==> src/rtl/audio_pkg.sv <==
// Shared types and constants for the I2S transmitter.
// Contents: sample and frame widths, divider and slot counter widths,
// the controller state enum and the stereo pair payload struct.
package audio_pkg;

  localparam int unsigned SAMPLE_W   = 16;
  localparam int unsigned FRAME_BITS = 32;
  localparam int unsigned SLOT_W     = $clog2(FRAME_BITS);
  localparam int unsigned DIV_W      = 8;
  localparam int unsigned UCNT_W     = 16;

  typedef enum logic {
    IDLE = 1'b0,
    RUN  = 1'b1
  } state_t;

  // Left sample occupies the upper half so {l, r} matches the wire order.
  typedef struct packed {
    logic [SAMPLE_W-1:0] l;
    logic [SAMPLE_W-1:0] r;
  } pair_t;

endpackage

==> src/rtl/i2s_clkgen.sv <==
// Bit-clock generator: divides clkin down to BCLK and counts frame slots.
// Ports:
//   clkin, reset   - clock and synchronous active-high reset
//   bclk           - bit clock, toggles every BCLK_DIV clkin cycles
//   fall_c         - one-cycle strobe on the cycle bclk toggles 1->0
//   bit_cnt        - current slot within the 32-slot frame
module i2s_clkgen
  import audio_pkg::*;
#(
  parameter int unsigned BCLK_DIV = 9
) (
  input  logic              clkin,
  input  logic              reset,
  output logic              bclk,
  output logic              fall_c,
  output logic [SLOT_W-1:0] bit_cnt
);

  logic [DIV_W-1:0] div_cnt;
  logic             div_wrap_c;

  assign div_wrap_c = (div_cnt == DIV_W'(BCLK_DIV - 1));
  // bclk is about to drop: this is the only cycle slot state may change.
  assign fall_c     = div_wrap_c && bclk;

  // Divider, bit clock and slot counter.
  always_ff @(posedge clkin) begin
    if (reset) begin
      div_cnt <= '0;
      bclk    <= 1'b0;
      bit_cnt <= '0;
    end else begin
      div_cnt <= div_wrap_c ? '0 : div_cnt + DIV_W'(1);
      if (div_wrap_c) begin
        bclk <= ~bclk;
      end
      if (fall_c) begin
        bit_cnt <= bit_cnt + SLOT_W'(1);
      end
    end
  end

endmodule

==> src/rtl/audio_i2s_tx.sv <==
// Philips-format I2S transmitter with a one-pair holding register.
// Ports:
//   clkin, reset            - clock and synchronous active-high reset
//   sample_l, sample_r      - stereo PCM pair, two's complement
//   sample_valid/ready      - pair handshake, accepted when both high
//   i2s_bclk/lrclk/sdata    - serial audio outputs, MSB first
//   underrun                - one-cycle pulse when a frame starts with no data
//   underrun_cnt            - saturating underrun count, only present when
//                             I2S_UNDERRUN_CNT_EN is defined
module audio_i2s_tx
  import audio_pkg::*;
#(
  parameter int unsigned BCLK_DIV = 9
) (
  input  logic                clkin,
  input  logic                reset,
  input  logic [SAMPLE_W-1:0] sample_l,
  input  logic [SAMPLE_W-1:0] sample_r,
  input  logic                sample_valid,
  output logic                sample_ready,
  output logic                i2s_bclk,
  output logic                i2s_lrclk,
  output logic                i2s_sdata,
  output logic                underrun
`ifdef I2S_UNDERRUN_CNT_EN
  ,
  output logic [UCNT_W-1:0]   underrun_cnt
`endif
);

  state_t                state_q;
  state_t                state_d;
  pair_t                 hold_q;
  logic                  hold_full_q;
  logic [FRAME_BITS-1:0] sreg_q;
  logic                  underrun_q;
  logic                  fall_c;
  logic [SLOT_W-1:0]     bit_cnt;
  logic                  accept_c;
  logic                  load_c;
  logic                  started_c;

  i2s_clkgen #(
    .BCLK_DIV (BCLK_DIV)
  ) u_clkgen (
    .clkin   (clkin),
    .reset   (reset),
    .bclk    (i2s_bclk),
    .fall_c  (fall_c),
    .bit_cnt (bit_cnt)
  );

  assign sample_ready = !hold_full_q && !reset;
  assign accept_c     = sample_valid && sample_ready;
  // Load on the fall where the slot counter steps 0 -> 1.
  assign load_c       = fall_c && (bit_cnt == SLOT_W'(0));
  assign started_c    = (state_q == RUN);

  assign i2s_sdata    = sreg_q[FRAME_BITS-1];
  assign i2s_lrclk    = bit_cnt[SLOT_W-1];
  assign underrun     = underrun_q;

  // State register.
  always_ff @(posedge clkin) begin
    if (reset) begin
      state_q <= IDLE;
    end else begin
      state_q <= state_d;
    end
  end

  // Next state: leave IDLE on the first accepted pair, only reset returns.
  always_comb begin
    state_d = state_q;
    if ((state_q == IDLE) && accept_c) begin
      state_d = RUN;
    end
  end

  // Shifter, holding register and underrun pulse.
  always_ff @(posedge clkin) begin
    if (reset) begin
      sreg_q      <= '0;
      hold_q      <= '0;
      hold_full_q <= 1'b0;
      underrun_q  <= 1'b0;
    end else begin
      underrun_q <= 1'b0;
      if (load_c) begin
        if (hold_full_q) begin
          sreg_q      <= hold_q;
          hold_full_q <= 1'b0;
        end else begin
          sreg_q     <= '0;
          underrun_q <= started_c;
        end
      end else if (fall_c) begin
        sreg_q <= {sreg_q[FRAME_BITS-2:0], 1'b0};
      end
      // Accept is only possible with the hold empty, so it never races a
      // hold->sreg transfer; a same-cycle empty load still keeps the pair.
      if (accept_c) begin
        hold_q      <= '{l: sample_l, r: sample_r};
        hold_full_q <= 1'b1;
      end
    end
  end

`ifdef I2S_UNDERRUN_CNT_EN
  // Saturating underrun counter.
  always_ff @(posedge clkin) begin
    if (reset) begin
      underrun_cnt <= '0;
    end else if (underrun_q && (underrun_cnt != {UCNT_W{1'b1}})) begin
      underrun_cnt <= underrun_cnt + UCNT_W'(1);
    end
  end
`endif

endmodule

==> config.mk <==
export PLATFORM = sky130hd
export DESIGN_NAME = audio_i2s_tx
export DESIGN_NICKNAME = d
export VERILOG_FILES = /design/src/rtl/audio_pkg.sv /design/src/rtl/i2s_clkgen.sv /design/src/rtl/audio_i2s_tx.sv
export SDC_FILE = /design/constraint.sdc
export NUM_CORES = 1
export LEC_CHECK = 0
export CAP_MARGIN = 10
export CELL_PAD_IN_SITES_DETAIL_PLACEMENT = 1
export CELL_PAD_IN_SITES_GLOBAL_PLACEMENT = 1
export CORE_MARGIN = 10
export CORE_UTILIZATION = 36
export CTS_CLUSTER_DIAMETER = 120
export CTS_CLUSTER_SIZE = 8
export DETAILED_ROUTE_END_ITERATION = 6
export GPL_TIMING_DRIVEN = 1
export PLACE_DENSITY = 0.71
export SYNTH_ARGS = -nofsm -noshare
export SYNTH_HDL_FRONTEND = slang
export SYNTH_SLANG_ARGS = --single-unit
==> constraint.sdc <==
create_clock -name clkin -period 5.1 [get_ports clkin]
set_clock_uncertainty 0.2 [all_clocks]
set_input_delay 0.765 -clock clkin [delete_from_list [all_inputs] [get_ports clkin]]
set_output_delay 0.765 -clock clkin [all_outputs]
set_load 0.02 [all_outputs]
==> out/qor.txt <==
DP HPWL: 5340 um
Final TNS setup: 0 ps
Placed Area: 0.00384 mm^2
final wirelength: 8500 um
Die Area: 0.0136 mm^2
first-pass GRT wire length: 14500 um
top cells by area, synth: dfxtp_1 48%, nand2_1 11%, a311oi_1 8.6%
Routed WL per cell: 15.4 um
max-slew violation count: 0
Cell variety after synth: 32
clock latency on the worst-skew pair: 350 ps
endpoints failing setup: 0
CP startpoint kind: primary input
synthesized-area fraction occupied by adder cells: 0.0149
die span in y: 117 um
Ys Warns: 0
EDFF count, synth: 0
drt first pass iters: 4
post-synthesis mux area share: 0.00669
port bufs: 39
FF+latch count, synth: 81
final instance area: 0.00405 mm^2
Critical Path AT: 2100 ps
Vias: 2985
Primary FF master, synth: dfxtp_1
Starting Density: 0.368
Final GP Congestion: 0.753
layout cells sized above 1: 0.0727
Core Box Area: 0.00915 mm^2
Yosys top cell area share: 0.482
fin util: 0.443
worst reg2reg setup slack: 2490 ps
Area Overhead vs Synth: 20.5%
Hold WS: 255 ps
RSZ-0062 raised after global routing: no
CTS tree: done
initial drt markers: 201
Hold-fix buffers, CTS: 0
post-CTS sizing: 0
Crit. End Element: primary output
antenna viol nets, final: 0
Worst Hold Class: reg -> reg
top-level I/O count: 40
post-layout power: 1.25 mW
xor-xnor portion of the synthesized cell area: 0.00781
Leak Pwr: 1.29 nW
worst slack at placement: 2030 ps
Tcrit/Tclk final: 0.600
grt ovf: 0
initial antenna violation count: 0
Final min period: 3060 ps
status: completed
final std cells w/o fill: 551
number of clock sinks: 81
Hold Vio Cnt, Final: 0
pin count of the biggest net entering global routing: 45
via/cell ratio: 5.42
H-tree Lvls: 3
CTS root buffer: clkbuf_8
Relative slew margins: 0.258
row cnt: 35
Worst VDD drop: 136 uV
Post-CTS Setup Bufs: 0
Post-Syn Instances: 416
final setup margin: 2040 ps
vias in the first global route: 3121
register area share after synthesis: 0.482
kind of critical path: in -> out
Syn Area/Cell: 8.09 um^2
fin nets: 475
Worst EP required: 4140 ps
f_max: 327 MHz
largest family of logic cells by synthesized area: simple AND/OR/NAND/NOR gates
Antenna Cells: 0
Synth Area in Simple Gates: 0.225
Remaining DRCs: 0
ys async rst share: 0
pwr dens: 308 mW/mm^2
Post-Syn Nets: 455
die width: 117 um
total track usage: 0.130
Crit Path Max Fanout: 2
worst-case clock buffer depth: 2
Max Cap Viol: 0
Worst-path clk slew: 70 ps
leading area contributor after synthesis: dfxtp_1
cell count after placement: 536
Mapped Area: 0.00336 mm^2
TritonCTS Buffers: 9
compound-gate portion of the synthesized area: 0.207
measured slew at the worst slew-check pin: 1110 ps
-- final timing paths --
path	depth (start not counted)	startpoint	end
worst max-delay path	3	reset	sample_ready
worst min-delay path	1	started_c	started_c
worst max register to register	5	u_clkgen.bit_cnt[0]	sreg_q[0]
worst min register to register	1	started_c	started_c
-- worst max-delay path, stage by stage --
cell and delay [ps]:
clkdlybuf4s50_1 480, nor2_1 200, clkdlybuf4s50_1 650
-- cells by family (layout without fill, tap and decap cells) --
group,count (synthesis),count (layout)
multiplexers,2,2
AO/OA/AOI/OAI,113,113
XOR/XNOR,3,3
flip-flops,81,81
AND/OR/NAND/NOR,166,166
buffers and inverters,47,71
adder cells (fa/ha/maj),4,4
-- registers in the layout (all words and copies together) (netlist names) --
signal	flops
u_clkgen.div_cnt	8
started_c	1
sreg_q	32
hold_q	32
underrun	1
u_clkgen.bclk	1
hold_full_q	1
u_clkgen.bit_cnt	5
-- final cells by class --
class / count / area [um^2]
clock buffers: 13 / 179
clock inverters: 2 / 35.0
fillers: 1072 / 5100
inverters: 8 / 30.0
multi-input cells: 288 / 1590
flip-flops and latches: 81 / 1620
well taps: 111 / 139
repair buffers: 48 / 458
-- synthesized netlist by cell type (2+ instances only) --
master / instances
nand2_1: 97
dfxtp_1: 81
nand3_1: 39
o21ai_0: 39
a21oi_1: 38
a311oi_1: 33
clkbuf_1: 33
nor2_1: 10
inv_1: 7
or3_1: 5
buf_2: 4
ha_1: 4
mux2_2: 2
nor2b_1: 2
nor3_1: 2
nor4b_2: 2
or4b_1: 2
xor2_1: 2
-- layer usage --
layer  GRT usage  share of wire  vias up
li1            -              -     1500
met1       0.158           0.48     1437
met2       0.222           0.48       38
met3      0.0313          0.027       10
met4      0.0395          0.012        0
met5           0              0        -
-- power by group --
group / internal (mW) / switching, mW / total (mW)
Clock: 0.276 / 0.222 / 0.499
Combinational: 0.0419 / 0.0434 / 0.0853
Sequential: 0.653 / 0.0125 / 0.665
-- layout by cell type (no fill, tap or decap), drive strengths merged, types with 2 or more instances in the layout --
| cell type | count |
|---|---|
| xor2 | 2 |
| clkbuf | 13 |
| nor2b | 2 |
| nor4b | 2 |
| ha | 4 |
| or3 | 5 |
| a21oi | 38 |
| clkinv | 2 |
| nand3 | 39 |
| clkdlybuf4s50 | 39 |
| inv | 7 |
| buf | 9 |
| nor2 | 11 |
| or4b | 2 |
| dfxtp | 81 |
| nor3 | 2 |
| a311oi | 33 |
| mux2 | 2 |
| nand2 | 97 |
| o21ai | 40 |
No activity file was read; power rests on OpenSTA's default activity.
